### src/rtl/instr_mem_pkg.sv
// Shared constants and loader state encoding for the instruction memory
// and its run-time loader.
package instr_mem_pkg;

  localparam int INSTR_W     = 32;
  localparam int IMEM_DEPTH  = 1024;
  localparam int IMEM_ADDR_W = 32;
  localparam int WORD_BYTES  = 4;

  typedef enum logic [1:0] {
    IDLE  = 2'd0,
    LOAD  = 2'd1,
    WRITE = 2'd2,
    DONE  = 2'd3
  } loaderState_e;

endpackage

### src/rtl/byte_to_word_packer.sv
// Collects bytes MSB-first into a big-endian instruction word and flags
// the byte that completes it.
module byte_to_word_packer
  import instr_mem_pkg::*;
(
  input  logic               clk_i,
  input  logic               reset_n_i,
  input  logic               clear_i,
  input  logic               byteValid_i,
  input  logic [7:0]         byte_i,
  output logic [INSTR_W-1:0] word_o,
  output logic               wordValid_o
);

  localparam int CNT_BITS = $clog2(WORD_BYTES);

  logic [CNT_BITS-1:0] byteCnt_q, byteCnt_d;
  logic [INSTR_W-1:0]  shreg_q, shreg_d;
  logic                lastByte;

  assign lastByte    = (byteCnt_q == CNT_BITS'(WORD_BYTES - 1));
  assign wordValid_o = byteValid_i && lastByte;
  assign word_o      = shreg_q;

  // Clear wins over an incoming byte so an abandoned word never completes.
  always_comb begin
    byteCnt_d = byteCnt_q;
    shreg_d   = shreg_q;
    if (clear_i) begin
      byteCnt_d = '0;
      shreg_d   = '0;
    end else if (byteValid_i) begin
      shreg_d   = {shreg_q[INSTR_W-9:0], byte_i};
      byteCnt_d = lastByte ? '0 : byteCnt_q + 1'b1;
    end
  end

  always_ff @(posedge clk_i) begin
    if (!reset_n_i) begin
      byteCnt_q <= '0;
      shreg_q   <= '0;
    end else begin
      byteCnt_q <= byteCnt_d;
      shreg_q   <= shreg_d;
    end
  end

endmodule

### src/rtl/instr_mem_loader.sv
// Byte-stream instruction memory writer: packs bytes into words, writes
// them at consecutive word addresses and holds the CPU while loading.
module instr_mem_loader
  import instr_mem_pkg::*;
#(
  parameter int                     DEPTH     = IMEM_DEPTH,
  parameter logic [IMEM_ADDR_W-1:0] BASE_ADDR = 32'd0,
  parameter int                     CNT_W     = 11
) (
  input  logic                   clk,
  input  logic                   reset_n,
  input  logic                   start,
  input  logic                   abort,
  input  logic [CNT_W-1:0]       num_words,
  input  logic                   byte_valid,
  input  logic [7:0]             byte_data,
  output logic                   byte_ready,
  output logic                   mem_we,
  output logic [IMEM_ADDR_W-1:0] mem_addr,
  output logic [INSTR_W-1:0]     mem_wdata,
  output logic                   cpu_hold,
  output logic                   busy,
  output logic                   done,
  output logic                   error,
  output logic [CNT_W-1:0]       words_written
);

  localparam logic [CNT_W-1:0] DEPTH_W = CNT_W'(DEPTH);

  loaderState_e           state_q, state_d;
  logic [CNT_W-1:0]       numWords_q;
  logic [CNT_W-1:0]       wordsWritten_q;
  logic [IMEM_ADDR_W-1:0] memAddr_q;
  logic                   error_q;

  logic startAccept, byteAccept, wordValid, packerClear, lastWord;

  assign startAccept = start && !abort && (state_q == IDLE || state_q == DONE);
  assign byteAccept  = byte_valid && byte_ready && !abort;
  assign packerClear = abort || startAccept;
  assign lastWord    = (wordsWritten_q + CNT_W'(1)) == numWords_q;

  byte_to_word_packer uPacker (
    .clk_i       (clk),
    .reset_n_i   (reset_n),
    .clear_i     (packerClear),
    .byteValid_i (byteAccept),
    .byte_i      (byte_data),
    .word_o      (mem_wdata),
    .wordValid_o (wordValid)
  );

  // Abort overrides every transition, including a simultaneous start.
  always_comb begin
    state_d = state_q;
    unique case (state_q)
      IDLE, DONE: begin
        if (start) begin
          if (num_words > DEPTH_W || num_words == '0) state_d = DONE;
          else                                        state_d = LOAD;
        end
      end
      LOAD:    if (wordValid) state_d = WRITE;
      WRITE:   state_d = lastWord ? DONE : LOAD;
      default: state_d = IDLE;
    endcase
    if (abort) state_d = IDLE;
  end

  always_ff @(posedge clk) begin
    if (!reset_n) begin
      state_q        <= IDLE;
      numWords_q     <= '0;
      wordsWritten_q <= '0;
      memAddr_q      <= '0;
      error_q        <= 1'b0;
    end else begin
      state_q <= state_d;
      if (startAccept) begin
        numWords_q     <= num_words;
        wordsWritten_q <= '0;
        memAddr_q      <= BASE_ADDR;
        error_q        <= (num_words > DEPTH_W);
      end else if (!abort && state_q == WRITE) begin
        wordsWritten_q <= wordsWritten_q + CNT_W'(1);
        memAddr_q      <= memAddr_q + IMEM_ADDR_W'(WORD_BYTES);
      end
    end
  end

  assign byte_ready    = (state_q == LOAD);
  assign mem_we        = (state_q == WRITE);
  assign mem_addr      = memAddr_q;
  assign busy          = (state_q == LOAD) || (state_q == WRITE);
  assign cpu_hold      = busy;
  assign done          = (state_q == DONE) && !error_q;
  assign error         = (state_q == DONE) && error_q;
  assign words_written = wordsWritten_q;

endmodule

### config.mk
export PLATFORM = sky130hd
export DESIGN_NAME = instr_mem_loader
export DESIGN_NICKNAME = d
export VERILOG_FILES = /design/src/rtl/instr_mem_pkg.sv /design/src/rtl/byte_to_word_packer.sv /design/src/rtl/instr_mem_loader.sv
export SDC_FILE = /design/constraint.sdc
export NUM_CORES = 1
export LEC_CHECK = 0
export BUFFER_PORTS_ARGS = -buffer_cell sky130_fd_sc_hd__buf_2
export CORE_ASPECT_RATIO = 0.9
export CORE_UTILIZATION = 35
export DETAILED_ROUTE_END_ITERATION = 16
export PLACE_DENSITY = 0.6
export RECOVER_POWER = 100
export SETUP_SLACK_MARGIN = 0.4
export SLEW_MARGIN = 20
export SYNTH_ARGS = -nofsm -noshare
export SYNTH_HDL_FRONTEND = slang
export SYNTH_SLANG_ARGS = --single-unit
### constraint.sdc
create_clock -name clk -period 2.4 [get_ports clk]
set_clock_uncertainty 0.05 [all_clocks]
set_input_delay 0.12 -clock clk [delete_from_list [all_inputs] [get_ports clk]]
set_output_delay 0.12 -clock clk [all_outputs]
set_load 0.01 [all_outputs]
==> metrics.yaml, run 1 <==
num_vias: 3427
synth_cell_type_count: 43
die-area_um2: 11360
worst_ep_required_time_ps: 2630
violations: "design-rule violations"
placement.setup.worst_slack_ps: 258.6
drt_pass1_iterations: 11
yosys.area.top_type: "dfxtp_1"
synth_seq_cells: 89
synth_warnings: 0
fin_nets: 606
startpoint_type: "flop"
clkLatencyLatePin_ps: 330
yosys-top-cells-area: "dfxtp_1, nand2_1, xor2_1"
postLayoutSetupSlackWorst_ps: 331.3
fraction_of_synthesized_cell_area_taken_by_the_top_area_cell_type_pct: 46.54
area.growth.synth_to_final_pct: 28.76
crit_arrival_ps: 2300
relative_slew_slack_pct: 54.53
dpl.hpwl_mm: 6.374
cts_htree_levels: 3
timing.critical_path.fanout_max: 9
cts_bufs_inserted: 9
worst_hold_path_type: "primary input to flop"
timing.critical_path.cells: "and3_1, nand3_4, or3_1, a2111o_1, nor4_4, o31a_1"
timing.setup.tns_ps: 0
cp_endpoint_kind: "flop"
cellLeakagePower_nw: 1.800
routed_via_density: 4.847
run_status: "complete, but fails checks"
number_of_global_route_vias_before_repair: 3232
global_route.usage.total_pct: 17.00
initial_core_utilization_pct: 36.73
mappedNetlistArea_um2: 3829
crit_type: "flop to flop"
clk_root_buffer_cell: "clkbuf_16"
drv_cap: 0
drive_gt1_share_pct: 11.42
report.final.slew_viol_count: 0
num_io_pins: 105
postSynthCellCount: 453
highest_attainable_clock_frequency_ghz: 0.4834
placementRows: 35
critical-path-slowest-cell: "dfxtp_1"
grt_antenna_before_repair: 0
grt_setup_unrepaired: "true"
antenna_cells: 0
p_per_area_nw_per_um2: 622.4
cp_num_buf_inv: 0
die_width_um: 112.2
antenna_violating_nets_post_route: 0
setup-violations-final: 0
die_height_um: 101.2
portBuffers: 102
post-route-min-period_ps: 2069
post-route-period-util_pct: 86.19
drt-wirelength-per-cell_um: 13.13
cts_num_sinks: 89
finalHoldViolations: 0
clock_tree_from_tritoncts: "done"
peakVddDrop_uv: 368.8
gpl.final_weighted_congestion: 0.7913
drt_wl_total_mm: 9.286
worst_setup_hold_path_clk_slew_ps: 60
synth_seq_area_share_pct: 46.54
route.detailed.drc: 3
worst_path_dominant_cell_family: "simple AND/OR/NAND/NOR gates"
fillCellCount: 1069
drt_first_iter_violations: 235
residual_overflow_from_global_routing: 0
wire_length_of_the_first_global_routing_pass_mm: 15.52
tightest_slew_ps: 682.1
core_box_area_um2: 10420
grt_start_max_net_pins: 42
postSynthAreaPerCell_um2: 8.452
ctsLongestPathBuffers: 2
cp_slowest_stage_delay_ps: 480
[worst paths after layout]
check,from,end,slack [ps],cells past startpoint
max reg2reg,words_written[2],state_q[1],330,6
min reg2reg,uPacker.word_o[25],uPacker.word_o[25],400,2
max,words_written[2],state_q[1],330,6
min,reset_n,state_q[0],100,3
[per-layer routing]
layer  up-vias  global-route usage, %  part of all wire, %
met1      1552                  22.72                   49
met3        10                  4.428                  5.1
met5         -                      0                    0
met4         0                  4.923                 0.96
met2        94                  27.19                   45
li1       1771                      -                    -
[synthesized netlist by cell type]
master and count:
dfxtp_1 89, nand2_1 86, nor2_1 47, a21oi_1 42, xor2_1 31, clkbuf_1 21
nand3_1 16, xnor2_1 16, nand4_1 13, a22o_1 11, o21ai_0 10, ha_1 7
and3_1 6, buf_4 5, inv_1 5, nor2b_1 5, nor3_1 5, or3_1 5
nand2b_1 4, and2_1 3, a211oi_1 2, and4_1 2, nor4_1 2, a2111o_1 1
a22oi_1 1, a2bb2oi_1 1, a311oi_1 1, a32o_1 1, and3_4 1, and4b_1 1
buf_2 1, conb_1 1, nand3_4 1, nor3_2 1, nor3b_1 1, nor3b_2 1
nor4_2 1, o21a_1 1, o21ai_1 1, o2bb2ai_1 1, o311ai_0 1, o31a_1 1
or2_1 1
[cells in the final DEF, fill, tap and decap left out, types with 4 or more instances in the layout]
master and instances:
dfxtp_1 88, or3_1 5, nand3_1 16, nor2_1 46
buf_2 32, nand2b_1 4, nand4_1 13, nor2b_1 5
o21ai_0 10, buf_4 11, ha_1 6, xnor2_1 16
a22o_1 11, xor2_1 31, dlygate4sd3_1 19, a21oi_1 42
and3_1 6, nor3_1 5, inv_1 5, clkbuf_16 9
clkbuf_1 74, nand2_1 86
[layout make-up]
class	instances	area, µm²	share of cell area [%]
clock buffer	11	242.7	4.924
clock inverter	3	42.54	0.8629
inverter	5	18.77	0.3807
multi-input combinational	333	1947	39.49
sequential	89	1785	36.22
tap	129	161.4	3.274
timing repair buffer	137	732.0	14.85
[sequential cells by signal, indices dropped and copies added, names as in the netlist]
register           flops
error_q                1
state_q                2
uPacker.byteCnt_q      2
numWords_q            11
words_written         11
uPacker.word_o        32
mem_addr              30
[kinds of logic (layout without fill, tap and decap cells)]
kind of cell / Yosys count / in the layout / synth area share, %
compound gates: 75 / 75 / 11.93
flops: 89 / 89 / 46.54
simple gates: 202 / 202 / 24.74
xor+xnor: 47 / 47 / 10.75
buf+inv: 32 / 156 / 3.660
other cells: 1 / 2 / 0.09795
fa+ha+maj: 7 / 7 / 2.287
[per-stage QoR]
| step | hold slack, ps | total power [mW] | instances | utilization [%] | area, µm² |
|---|---|---|---|---|---|
| after floorplan | 195.5 | 1.654 | 454 | - | 3854 |
| after global placement | 296.7 | 1.711 | 665 | 42.92 | 4473 |
| after detailed placement | 299.2 | 1.713 | 665 | 42.92 | 4473 |
| after CTS | 85.20 | 3.112 | 706 | 48.27 | 5031 |
| after global routing | 124.1 | 3.198 | 707 | 47.30 | 4930 |
| final | 103.8 | 3.068 | 707 | 47.30 | 4930 |
[report_power, final]
group,leakage (nW),internal (mW),switching [mW]
Combinational,0.944,0.0830,0.113
Clock,0.137,0.822,0.541
Sequential,0.719,1.49,0.0161
[worst reg2reg max path: stages, from the launching register on]
cell and delay (ps):
dfxtp_1 480, and3_1 280, nand3_4 90, or3_1 380, a2111o_1 400, nor4_4 170, o31a_1 170
[timing repair]
| item | in CTS | in global routing |
|---|---|---|
| pin swaps | 7 | 2 |
| hold endpoints to repair | 19 | 0 |
| resized for setup | 6 | 7 |
| setup buffers | 8 | 1 |
| hold buffers | 19 | 0 |
| setup endpoints to repair | 16 | 33 |
Note: power is estimated with default switching activity, not from simulation.
==> run 2, diff against run 1 <==
--- a/config.mk
+++ b/config.mk
@@ -6,7 +6,7 @@
 export NUM_CORES = 1
 export LEC_CHECK = 0
 export BUFFER_PORTS_ARGS = -buffer_cell sky130_fd_sc_hd__buf_2
-export CORE_ASPECT_RATIO = 0.9
+export CORE_ASPECT_RATIO = 1.5
 export CORE_UTILIZATION = 35
 export DETAILED_ROUTE_END_ITERATION = 16
 export PLACE_DENSITY = 0.6
==> run 2 against run 1 <==
Against the previous run:
- the flow now finishes without violations
- cell count is 2.3% higher
- worst hold slack worse by 31 ps
- highest routed layer unchanged
- via count is 1.5% higher
- first-iteration DRC count is 43% lower
- setup slack worse by 15 ps
- wire length is 0.18% higher
- global-route usage is 0.063 points higher
- combinational power hardly changed
- utilization is 0.60 points lower
- critical endpoint is now mem_addr[30]
- count of clock-buffer cells in the layout stayed put
- sequential share of layout area hardly changed
==> metrics.yaml, run 2 (synthesis results as in run 1) <==
run_status: "finished, final reports clean"
num_vias: 3478  # +1.5%
largest_reg_flops: 32  # unchanged
globalRouteMet2Util_pct: 31.11  # +3.9 points
die_width_um: 87.40  # -22%
cellLeakagePower_nw: 1.745  # -3.1%
placement.setup.worst_slack_ps: 242.9  # -15.72 ps
fillCellCount: 1103  # +3.2%
timing.setup.tns_ps: 0  # unchanged
crit_arrival_ps: 2250  # -50 ps
r2r-end: "mem_addr[30]"
grt_antenna_before_repair: 0  # unchanged
clkLatencyLatePin_ps: 340  # about the same
drt-wirelength-per-cell_um: 12.87  # -2.0%
min_delay_path_depth: 3  # unchanged
cts_htree_levels: 3  # unchanged
layout.cells.most_common: "dfxtp_1"
wire_length_of_the_first_global_routing_pass_mm: 15.26  # -1.7%
global_route.usage.total_pct: 17.06  # +0.063 points
post-route-period-util_pct: 86.81  # +0.61 points
grt_busiest_layer: "met2"
worst_ep_required_time_ps: 2560  # -70 ps
internal_power_mw: 2.417  # +0.79%
drive_gt1_share_pct: 11.23  # -0.19 points
cts_bufs_inserted: 9  # unchanged
die_height_um: 130.1  # +29%
critical-path-slowest-cell: "nor3b_2"
highest_attainable_clock_frequency_ghz: 0.4800  # -0.71%
p_comb_share_pct: 6.2  # -0.2 points
regToRegSetupSlack_ps: 320  # about the same
rr_worst_depth: 8  # +2
finalHoldViolations: 0  # unchanged
fin_nets: 605  # -0.17%
num_io_pins: 105  # unchanged
cts_num_sinks: 89  # unchanged
postLayoutSetupSlackWorst_ps: 316.6  # -14.74 ps
initial_core_utilization_pct: 36.15  # -0.58 points
core_box_area_um2: 10590  # +1.6%
power.share.clock_pct: 45.7  # +1.3 points
crit_type: "flop to flop"
worst_hold_path_type: "primary input to flop"
timing.critical_path.cells: "inv_1, ha_1, nor2b_1, and3_1, nor3b_2, nand4_1, xor2_1, nor2_1"
min_from: "reset_n"
ctsLongestPathBuffers: 2  # unchanged
global_route.usage.met1_pct: 18.73  # -4.0 points
antenna_violating_nets_post_route: 0  # unchanged
timing.critical_path.fanout_max: 7  # -2
setup-violations-final: 0  # unchanged
startpoint_type: "flop"
number_of_global_route_vias_before_repair: 3342  # +3.4%
critical_path.reg2reg.startpoint: "state_q[0]"
min_to: "state_q[0]"
clock_tree_from_tritoncts: "done"
post-route-min-period_ps: 2083  # +14.74 ps
clk_root_buffer_cell: "clkbuf_16"
drt_first_iter_violations: 133  # -43%
gpl.final_weighted_congestion: 0.7900  # -0.16%
relative_slew_slack_pct: 55.40  # +0.87 points
drv_cap: 0  # unchanged
seq_power_share_pct: 48.1  # -1.1 points
grt_setup_unrepaired: "true"
sw_power_uw: 716.7  # +6.9%
residual_overflow_from_global_routing: 0  # unchanged
report.final.slew_viol_count: 0  # unchanged
worst_setup_hold_path_clk_slew_ps: 70  # about the same
dpl.hpwl_mm: 6.559  # +2.9%
portBuffers: 102  # unchanged
grt.met3_usage_pct: 4.301  # -0.13 points
drt_wl_total_mm: 9.303  # +0.18%
peakVddDrop_uv: 369.3  # +0.12%
grt_start_max_net_pins: 42  # unchanged
tightest_slew_ps: 669.0  # -13.11 ps
route.detailed.drc: 0  # -3
antenna_cells: 0  # unchanged
cp_endpoint_kind: "flop"
area.growth.synth_to_final_pct: 29.18
placementRows: 46  # +31%
drt_pass1_iterations: 4  # -7
p_per_area_nw_per_um2: 633.5  # +1.8%
cp_slowest_stage_delay_ps: 430  # -50 ps
die-area_um2: 11370  # about the same
routed_via_density: 4.811  # -0.76%
power.switching_fraction_pct: 22.87  # +1.0 points
layout.cells.most_common_list: "dfxtp_1, nand2_1, clkbuf_1, nor2_1, a21oi_1"
[run 2: per-stage QoR]
step	total power, mW	cell area, µm²	std cells	hold slack, ps	utilization (%)
2_1_floorplan	1.654	3854	454	195.5	-
3_3_place_gp	1.710	4479	680	296.2	42.30
3_5_place_dp	1.713	4479	680	306.5	42.30
4_1_cts	3.175	5044	721	71.72	47.63
5_1_grt	3.256	4946	723	102.7	46.70
6_report	3.133	4946	723	73.20	46.70
[run 2: critical path, delay by kind of cell (launching register included)]
| kind | cells | cell delay, ps |
|---|---|---|
| buf+inv | 1 | 70 |
| xor+xnor | 1 | 160 |
| fa+ha+maj | 1 | 200 |
| simple gates | 5 | 1130 |
| flops | 1 | 350 |
[run 2: routing by layer]
| layer | wire length, µm | vias to the layer above |
|---|---|---|
| met4 | 133 | 0 |
| li1 | - | 1767 |
| met3 | 464 | 12 |
| met1 | 3923 | 1620 |
| met2 | 4781 | 79 |
| met5 | 0 | - |
[run 2: final cells by class]
class | count | area (µm²) | share of cell area (%)
Inverter | 5 | 18.77 | 0.3795
Multi-Input combinational cell | 333 | 1942 | 39.26
Clock buffer | 11 | 242.7 | 4.908
Clock inverter | 5 | 63.81 | 1.290
Sequential cell | 89 | 1789 | 36.18
Timing Repair Buffer | 136 | 709.4 | 14.34
Tap cell | 144 | 180.2 | 3.643
[run 2: power by group through the flow]
stage / Clock [mW] / Sequential (mW) / Combinational, mW
final: 1.43 / 1.51 / 0.194
after global routing: 1.53 / 1.51 / 0.215
after CTS: 1.47 / 1.51 / 0.199
after global placement: 0 / 1.54 / 0.169
after detailed placement: 0 / 1.54 / 0.171
after floorplan: 0 / 1.54 / 0.115
[run 2: how the worst max path moves through the flow]
| stage | start | end | slack [ps] | cells past startpoint |
|---|---|---|---|---|
| 4_1_cts | words_written[0] | state_q[1] | 310 | 7 |
| 6_report | state_q[0] | mem_addr[30] | 320 | 8 |
| 3_5_place_dp | words_written[0] | state_q[1] | 240 | 7 |
| 5_1_grt | state_q[0] | mem_addr[30] | 190 | 8 |
| 3_3_place_gp | words_written[0] | state_q[1] | 310 | 7 |
| 2_1_floorplan | state_q[0] | mem_addr[23] | 410 | 9 |
[run 2: timing repair]
| item | 4_1_cts | 5_1_grt |
|---|---|---|
| gates cloned | 0 | 0 |
| resized for setup | 6 | 9 |
| pin swaps | 7 | 6 |
| hold endpoints to repair | 19 | 0 |
| hold buffers | 19 | 0 |
| setup buffers | 6 | 2 |
| setup endpoints to repair | 10 | 19 |
